--- config.mk ---
export PLATFORM = sky130hd
export DESIGN_NAME = nox_uart_rx
export DESIGN_NICKNAME = d
export VERILOG_FILES = /design/src/rtl/nox_uart_rx.sv
export SDC_FILE = /design/constraint.sdc
export NUM_CORES = 1
export LEC_CHECK = 0
export ABC_AREA = 1
export CAP_MARGIN = 40
export CORE_ASPECT_RATIO = 0.8
export CORE_UTILIZATION = 25
export CTS_BUF_LIST = sky130_fd_sc_hd__clkbuf_8
export DETAILED_ROUTE_END_ITERATION = 7
export SYNTH_ARGS = -nofsm -noshare
export SYNTH_HDL_FRONTEND = slang
export SYNTH_SLANG_ARGS = --single-unit
--- constraint.sdc ---
create_clock -name clk -period 3.2 [get_ports clk]
set_input_delay 0.96 -clock clk [delete_from_list [all_inputs] [get_ports clk]]
set_output_delay 0.96 -clock clk [all_outputs]
set_load 0.01 [all_outputs]
--- src/rtl/nox_uart_rx.sv ---
// nox_uart_rx: 8N1 UART receiver with 2-flop input synchronizer, show-ahead RX FIFO and sticky error flags.
module nox_uart_rx #(
    parameter int CLKS_PER_BIT = 607,
    parameter int FIFO_DEPTH   = 8
) (
    input  logic                            clk,
    input  logic                            rst,
    input  logic                            uart_rx_i,
    input  logic                            rd_en_i,
    output logic [7:0]                      rd_data_o,
    output logic                            rd_valid_o,
    output logic [$clog2(FIFO_DEPTH):0]     fifo_count_o,
    output logic                            rx_busy_o,
    output logic                            frame_err_o,
    output logic                            overrun_o,
    input  logic                            clr_err_i
);
    localparam int CW = $clog2(CLKS_PER_BIT);
    localparam int AW = $clog2(FIFO_DEPTH);
    localparam int NW = AW + 1;
    localparam logic [CW-1:0] BIT_LAST  = CW'(CLKS_PER_BIT - 1);
    localparam logic [CW-1:0] HALF_LAST = CW'(CLKS_PER_BIT / 2 - 1);

    typedef enum logic [2:0] {IDLE, START, DATA, STOP, BREAK} state_t;

    state_t          state;
    logic            rx_m, rx_s;
    logic [CW-1:0]   cnt;
    logic [2:0]      bit_idx;
    logic [7:0]      sh;
    logic [7:0]      mem [FIFO_DEPTH];
    logic [AW-1:0]   wr_ptr, rd_ptr;
    logic [NW-1:0]   count;
    logic            tick, push, fe_set, pop, full, accept, ovr_set;

    assign tick    = cnt == BIT_LAST;
    assign push    = state == STOP && tick && rx_s;
    assign fe_set  = state == STOP && tick && !rx_s;
    assign pop     = rd_en_i && count != '0;
    assign full    = count == NW'(FIFO_DEPTH);
    assign accept  = push && (!full || pop);
    assign ovr_set = push && full && !pop;

    assign rd_data_o    = mem[rd_ptr];
    assign rd_valid_o   = count != '0;
    assign fifo_count_o = count;

    always_ff @(posedge clk) begin
        if (rst) begin
            rx_m      <= 1'b1;
            rx_s      <= 1'b1;
            state     <= IDLE;
            cnt       <= '0;
            bit_idx   <= '0;
            sh        <= '0;
            rx_busy_o <= 1'b0;
        end else begin
            rx_m      <= uart_rx_i;
            rx_s      <= rx_m;
            rx_busy_o <= state != IDLE;
            case (state)
                IDLE: if (!rx_s) begin
                    state <= START;
                    cnt   <= '0;
                end
                START: if (cnt == HALF_LAST) begin
                    cnt     <= '0;
                    bit_idx <= '0;
                    state   <= rx_s ? IDLE : DATA;
                end else begin
                    cnt <= cnt + CW'(1);
                end
                DATA: if (tick) begin
                    cnt         <= '0;
                    sh[bit_idx] <= rx_s;
                    bit_idx     <= bit_idx + 3'd1;
                    if (bit_idx == 3'd7) state <= STOP;
                end else begin
                    cnt <= cnt + CW'(1);
                end
                // Leaving at mid-stop-bit lets IDLE catch a back-to-back start edge.
                STOP: if (tick) begin
                    cnt   <= '0;
                    state <= rx_s ? IDLE : BREAK;
                end else begin
                    cnt <= cnt + CW'(1);
                end
                BREAK: if (rx_s) state <= IDLE;
                default: state <= IDLE;
            endcase
        end
    end

    always_ff @(posedge clk) begin
        if (rst) begin
            wr_ptr      <= '0;
            rd_ptr      <= '0;
            count       <= '0;
            frame_err_o <= 1'b0;
            overrun_o   <= 1'b0;
            for (int i = 0; i < FIFO_DEPTH; i++) mem[i] <= '0;
        end else begin
            if (accept) begin
                mem[wr_ptr] <= sh;
                wr_ptr      <= wr_ptr + AW'(1);
            end
            if (pop) rd_ptr <= rd_ptr + AW'(1);
            count       <= count + NW'(accept) - NW'(pop);
            frame_err_o <= fe_set | (frame_err_o & ~clr_err_i);
            overrun_o   <= ovr_set | (overrun_o & ~clr_err_i);
        end
    end
endmodule
# [Yosys cells after proc, flatten, opt, wreduce, memory -nomap -nowiden]
# Memory sizes are Yosys's and may differ from the RTL's. A register that Yosys moved wholly into a read port is not among the register bits.
# Index checks and enable logic that the tools add are counted.
[word_totals] memories=1 reg_bits=39 inputBits=5 ramBits=64 output_inout_bits=16 word_cells=92
[mem_list] memory="mem" words=8 width=8 rd=1 rd_ports_with_merged_regs=1 write_ports=8 line="31" text="logic [7:0] mem [FIFO_DEPTH];"
[classes] n_mux=29 eq_ne=14 bitwise_logic=5 addsub=6 n_lt_le_gt_ge=2 n_reduce_logical=23
[op_table] op="$mux 3" count=12
[op_table] op="$mux 10" count=3
[op_table] op="$pmux 10 s3" count=1
[op_table] op="$pmux 3 s5" count=1
[op_table] op="$ne 2x2->1 const B" count=6
[op_table] op="$add 10x1->10 const B" count=1
[op_table] op="$eq 10x10->1 const B" count=1
[op_table] op="$eq 10x9->1 const B" count=1
[op_table] op="$add 3x1->3 const B" count=3
[op_table] op="$bwmux 8" count=1
[op_table] op="$logic_and 1x1->1" count=8
[op_table] op="$mux 8" count=1
[op_table] op="$reduce_or 8->1" count=1
[op_table] op="$mux 1" count=7
[op_table] op="$eq 3x2->1 const B" count=2
[op_table] op="$eq 3x3->1 const B" count=2
[op_table] op="$pmux 3 s2" count=1
[op_table] op="$reduce_and 6->1" count=1
[op_table] op="$reduce_bool 3->1" count=2
[op_table] op="$add 4x1->4" count=1
[op_table] op="$eq 4x4->1 const B" count=1
[op_table] op="$lt 3x4->1 const B" count=1
[op_table] op="$reduce_and 2->1" count=2
[op_table] op="$reduce_bool 4->1" count=1
[op_table] op="14 further kinds" count=18

# [Depth between registers and ports, before layout]
[depth] depth_word=9 ltp_mapped=14 depth_no_buf=14

# [Worst setup path after synthesis]
# OpenSTA, ideal clock, no wires.
[synth_path] kind="input to register" start="input rd_en_i" end="register count[2] (netlist: fifo_count_o[2])" stages=9 required_ns=3.072 path_slack_ns=0.672 n_path_buf=0 arrival_ns=2.401 cell_sequence="nand2_1 -> nand2_1 -> nand4_1 -> ha_1 -> inv_1 -> ha_1 -> fa_1 -> xnor2_1 -> nor2_1"
[synth_via] elab_chain_cells=5
[synth_rtl] element="start: declaration" line="9" text="input logic rd_en_i,"
[synth_rtl] element="$logic_and 1x1->1 (*)" line="39" text="assign pop = rd_en_i && count != '0;"
[synth_rtl] element="$logic_or 1x1->1" line="41" text="assign accept = push && (!full || pop);"
[synth_rtl] element="$logic_and 1x1->1" line="41"
[synth_rtl] element="$add 4x1->4" line="108" text="count <= count + NW'(accept) - NW'(pop);"
[synth_rtl] element="$sub 4x1->4 (*)" line="108"
[synth_rtl] element="end signal: assignment" line="108"
[synth_rtl] element="end: declaration" line="33" text="logic [NW-1:0] count;"
# Mark *: on every way between the ends. The rest lies on a longest branch, timed or not.
# A chain may end at the register's enable or synchronous reset.

==> metrics.md <==
| Metric | Value |
|---|---|
| Outcome | `finished clean` |
| IR drop worst, VDD | `0.329 mV` |
| Clk_lat worst skew | `390 ps` |
| DR WL/cell | `13.0 um` |
| IO Pins | `21` |
| WP data arrival | `2100 ps` |
| DR DRC count | `0` |
| Nets | `632` |
| Worst path bufs/invs | `3` |
| Congestion Overflow GR | `0` |
| Fin Setup TNS | `0 ps` |
| Most used cell, CP | `nand2_1` |
| Port Buffers | `20` |
| Worst Hold Depth | `1` |
| Final WL | `11.4 mm` |
| Root Driver | `clkbuf_8` |
| Setup crit end kind | `primary output` |
| Max_cap viols | `0` |
| DR iter-0 viols | `260` |
| Hold Path Class | `register to register` |
| Ys async rst share | `0` |
| Vias in the first global route | `3,662` |
| Post-synth top area share | `0.382` |
| Layout cells sized above 1 | `0.0777` |
| Total number of vias | `3,935` |
| CP peak stage delay | `550 ps` |
| CORE AREA | `19,300 sq um` |
| Worst-path fanout max | `16` |
| Highest metal used | `met4` |
| DPL Wire Length | `8.03 mm` |
| Largest net degree at the start of global routing | `33` |
| Pwr/cell area | `628 nW/um^2` |
| Worst path cell trace | `inv_1 > buf_6 > nor2_1 > o32ai_1 > nand2_1 > nand2_1 > clkdlybuf4s50_1` |
| Reg2Reg Setup Slack | `570 ps` |
| Setup-failing EPs final | `0` |
| Crit path depth | `7` |
| FF+latch count, synth | `106` |
| Starting density of the core | `0.260` |
| Crit start category | `register` |
| Slew @ Worst Pin | `618 ps` |
| Hold Fails Final Rpt | `0` |
| Max-slew violation count | `0` |
| Cell count of the worst reg-to-reg path | `13` |
| RSZ-0062 raised after global routing | `no` |
| Commonest register cell after synthesis | `edfxtp_1` |
| Via/cell ratio | `4.49` |
| Crit path max-delay family | `buffers and inverters` |
| DR pass1 iterations | `5` |
| Maximum clock rate | `0.327 GHz` |
| Area grow syn2layout | `16.1%` |
| Most common cell after layout, fill and taps aside | `nor2_1` |
| Number of synthesized flops with an enable pin | `64` |
| DR WL met2 | `4.43 mm` |
| Pleak | `2.16 nW` |
| Site row count | `45` |
| Tmin final | `3060 ps` |
| Slew margin rel. | `0.585` |
| Sequential area share after synthesis | `0.550` |
| Cell taking the most area after synthesis | `edfxtp_1` |
| Largest buffer count on any clock path | `2` |
| Slowest cell on crit path | `clkdlybuf4s50_1` |
| Htree depth | `3` |
| Routability cong. | `0.816` |
| CTS tree | `yes` |
| Final core utilization | `0.302` |
| Final worst slack | `137 ps` |
| Clk pin slew, worst setup/hold paths | `100 ps` |
| Met3 WL | `684 um` |
| Final cycle utilization of the critical path | `0.957` |
| Routed met1 length | `6.10 mm` |
| Worst Path Required | `2240 ps` |
| N_diodes | `0` |
| WS Path Type | `register to primary output` |
| Synthesis warning total | `0` |
| Cell variety after synth | `25` |
| Clock skew | `17.0 ps` |
| Pre-CTS setup slack | `203 ps` |
| Global-route usage over all layers | `0.117` |
| Die Area | `20,700 sq um` |
| Initial antenna violation count | `0` |
| Cell Area, Synth | `5020 sq um` |
| Die height | `129 um` |
| Syn Area/Cell | `8.65 sq um` |
| Post-DRT Antenna Nets | `0` |
| Synth Instances | `581` |
| First-pass GRT wire length | `19.0 mm` |
| Most frequent cells in the layout | `nor2_1 (160), nand2_1 (98), edfxtp_1 (64)` |
| TritonCTS Buffers | `9` |
| Die width | `161 um` |
| CTS sink count | `106` |
| Synth top area cells | `edfxtp_1 (38%), dfxtp_1 (17%), nor2_1 (12%)` |
| Mapped Nets | `599` |
[power by group]
group	leakage [nW]	internal (mW)	switching [mW]	total [mW]
Sequential	0.950	1.56	0.0818	1.64
Clock	0.0974	0.360	0.467	0.827
Combinational	1.12	0.483	0.713	1.20
Total	2.16	2.40	1.26	3.66
[registers in the layout (all words and copies together) (netlist names), named ones only]
| signal | cells |
|---|---|
| bit_idx | 3 |
| mem | 64 |
| sh | 8 |
| wr_ptr | 3 |
| overrun_o | 1 |
| fifo_count_o | 4 |
| frame_err_o | 1 |
| state | 3 |
| rx_busy_o | 1 |
| rx_s | 1 |
| rd_ptr | 3 |
| cnt | 10 |
| rx_m | 1 |
[logic make-up after synthesis]
kind of cell,count (synthesis),synth area share
AO/OA/AOI/OAI,68,0.0812
XOR/XNOR,4,0.00697
adder cells (fa/ha/maj),13,0.0339
buffers and inverters,72,0.0568
flip-flops,106,0.550
AND/OR/NAND/NOR,318,0.271
[per-layer routing]
layer	vias up	GRT usage
met5	-	0
met4	0	0.0420
met3	10	0.0306
met2	105	0.163
met1	1816	0.173
li1	2004	-
[worst register-to-register path: cells and delay by family (launching register included)]
kind | cells | cell delay [ps]
adders and majority gates | 4 | 1040
and+or+nand+nor | 4 | 740
DFF | 1 | 350
buffers and inverters | 4 | 240
xor gates and xnor gates | 1 | 170
[worst paths after layout]
kind                            start                         end
setup / recovery             register                rd_data_o[0]
hold / removal        rx_m$_SDFF_PP1_             rx_s$_SDFF_PP1_
setup reg to reg  cnt[0]$_SDFFE_PP0P_  fifo_count_o[2]$_SDFF_PP0_
hold reg to reg       rx_m$_SDFF_PP1_             rx_s$_SDFF_PP1_
[Yosys cell counts, types with 2 or more instances]
cell / number
clkinv_1: 4
nand3_1: 25
and2_1: 2
a21oi_1: 23
nand2_1: 98
or2_2: 3
nor3_1: 11
dfxtp_1: 42
nand4_1: 9
o32ai_1: 16
o21ai_0: 26
xor2_1: 3
inv_1: 52
nand4_2: 8
clkbuf_1: 14
buf_6: 2
ha_1: 12
edfxtp_1: 64
a22oi_1: 2
nor2_1: 160
[through the flow]
stage               area [sq um]  hold slack (ps)  cells  power [mW]
floorplan                   5020              389    581        2.41
global placement            5620              393    861        2.84
detailed placement          5620              397    861        2.84
CTS                         5810              423    876        3.68
global route                5840              441    876        3.91
finish                      5840              417    876        3.66
[what timing repair did]
item	in CTS	in global routing
resized for setup	1	6
endpoints found under the setup margin	6	6
buffers inserted	0	0
cloned	0	0
hold buffers	0	0
[area by class of cell]
| class | instances | area, sq um |
|---|---|---|
| clock buffers | 9 | 124 |
| clock inverters | 6 | 65.1 |
| fillers | 2043 | 13500 |
| inverters | 56 | 210 |
| multi-input cells | 403 | 1990 |
| flip-flops and latches | 106 | 2770 |
| well taps | 258 | 323 |
| repair buffers | 38 | 355 |
Note: power is estimated with default switching activity, not from simulation.
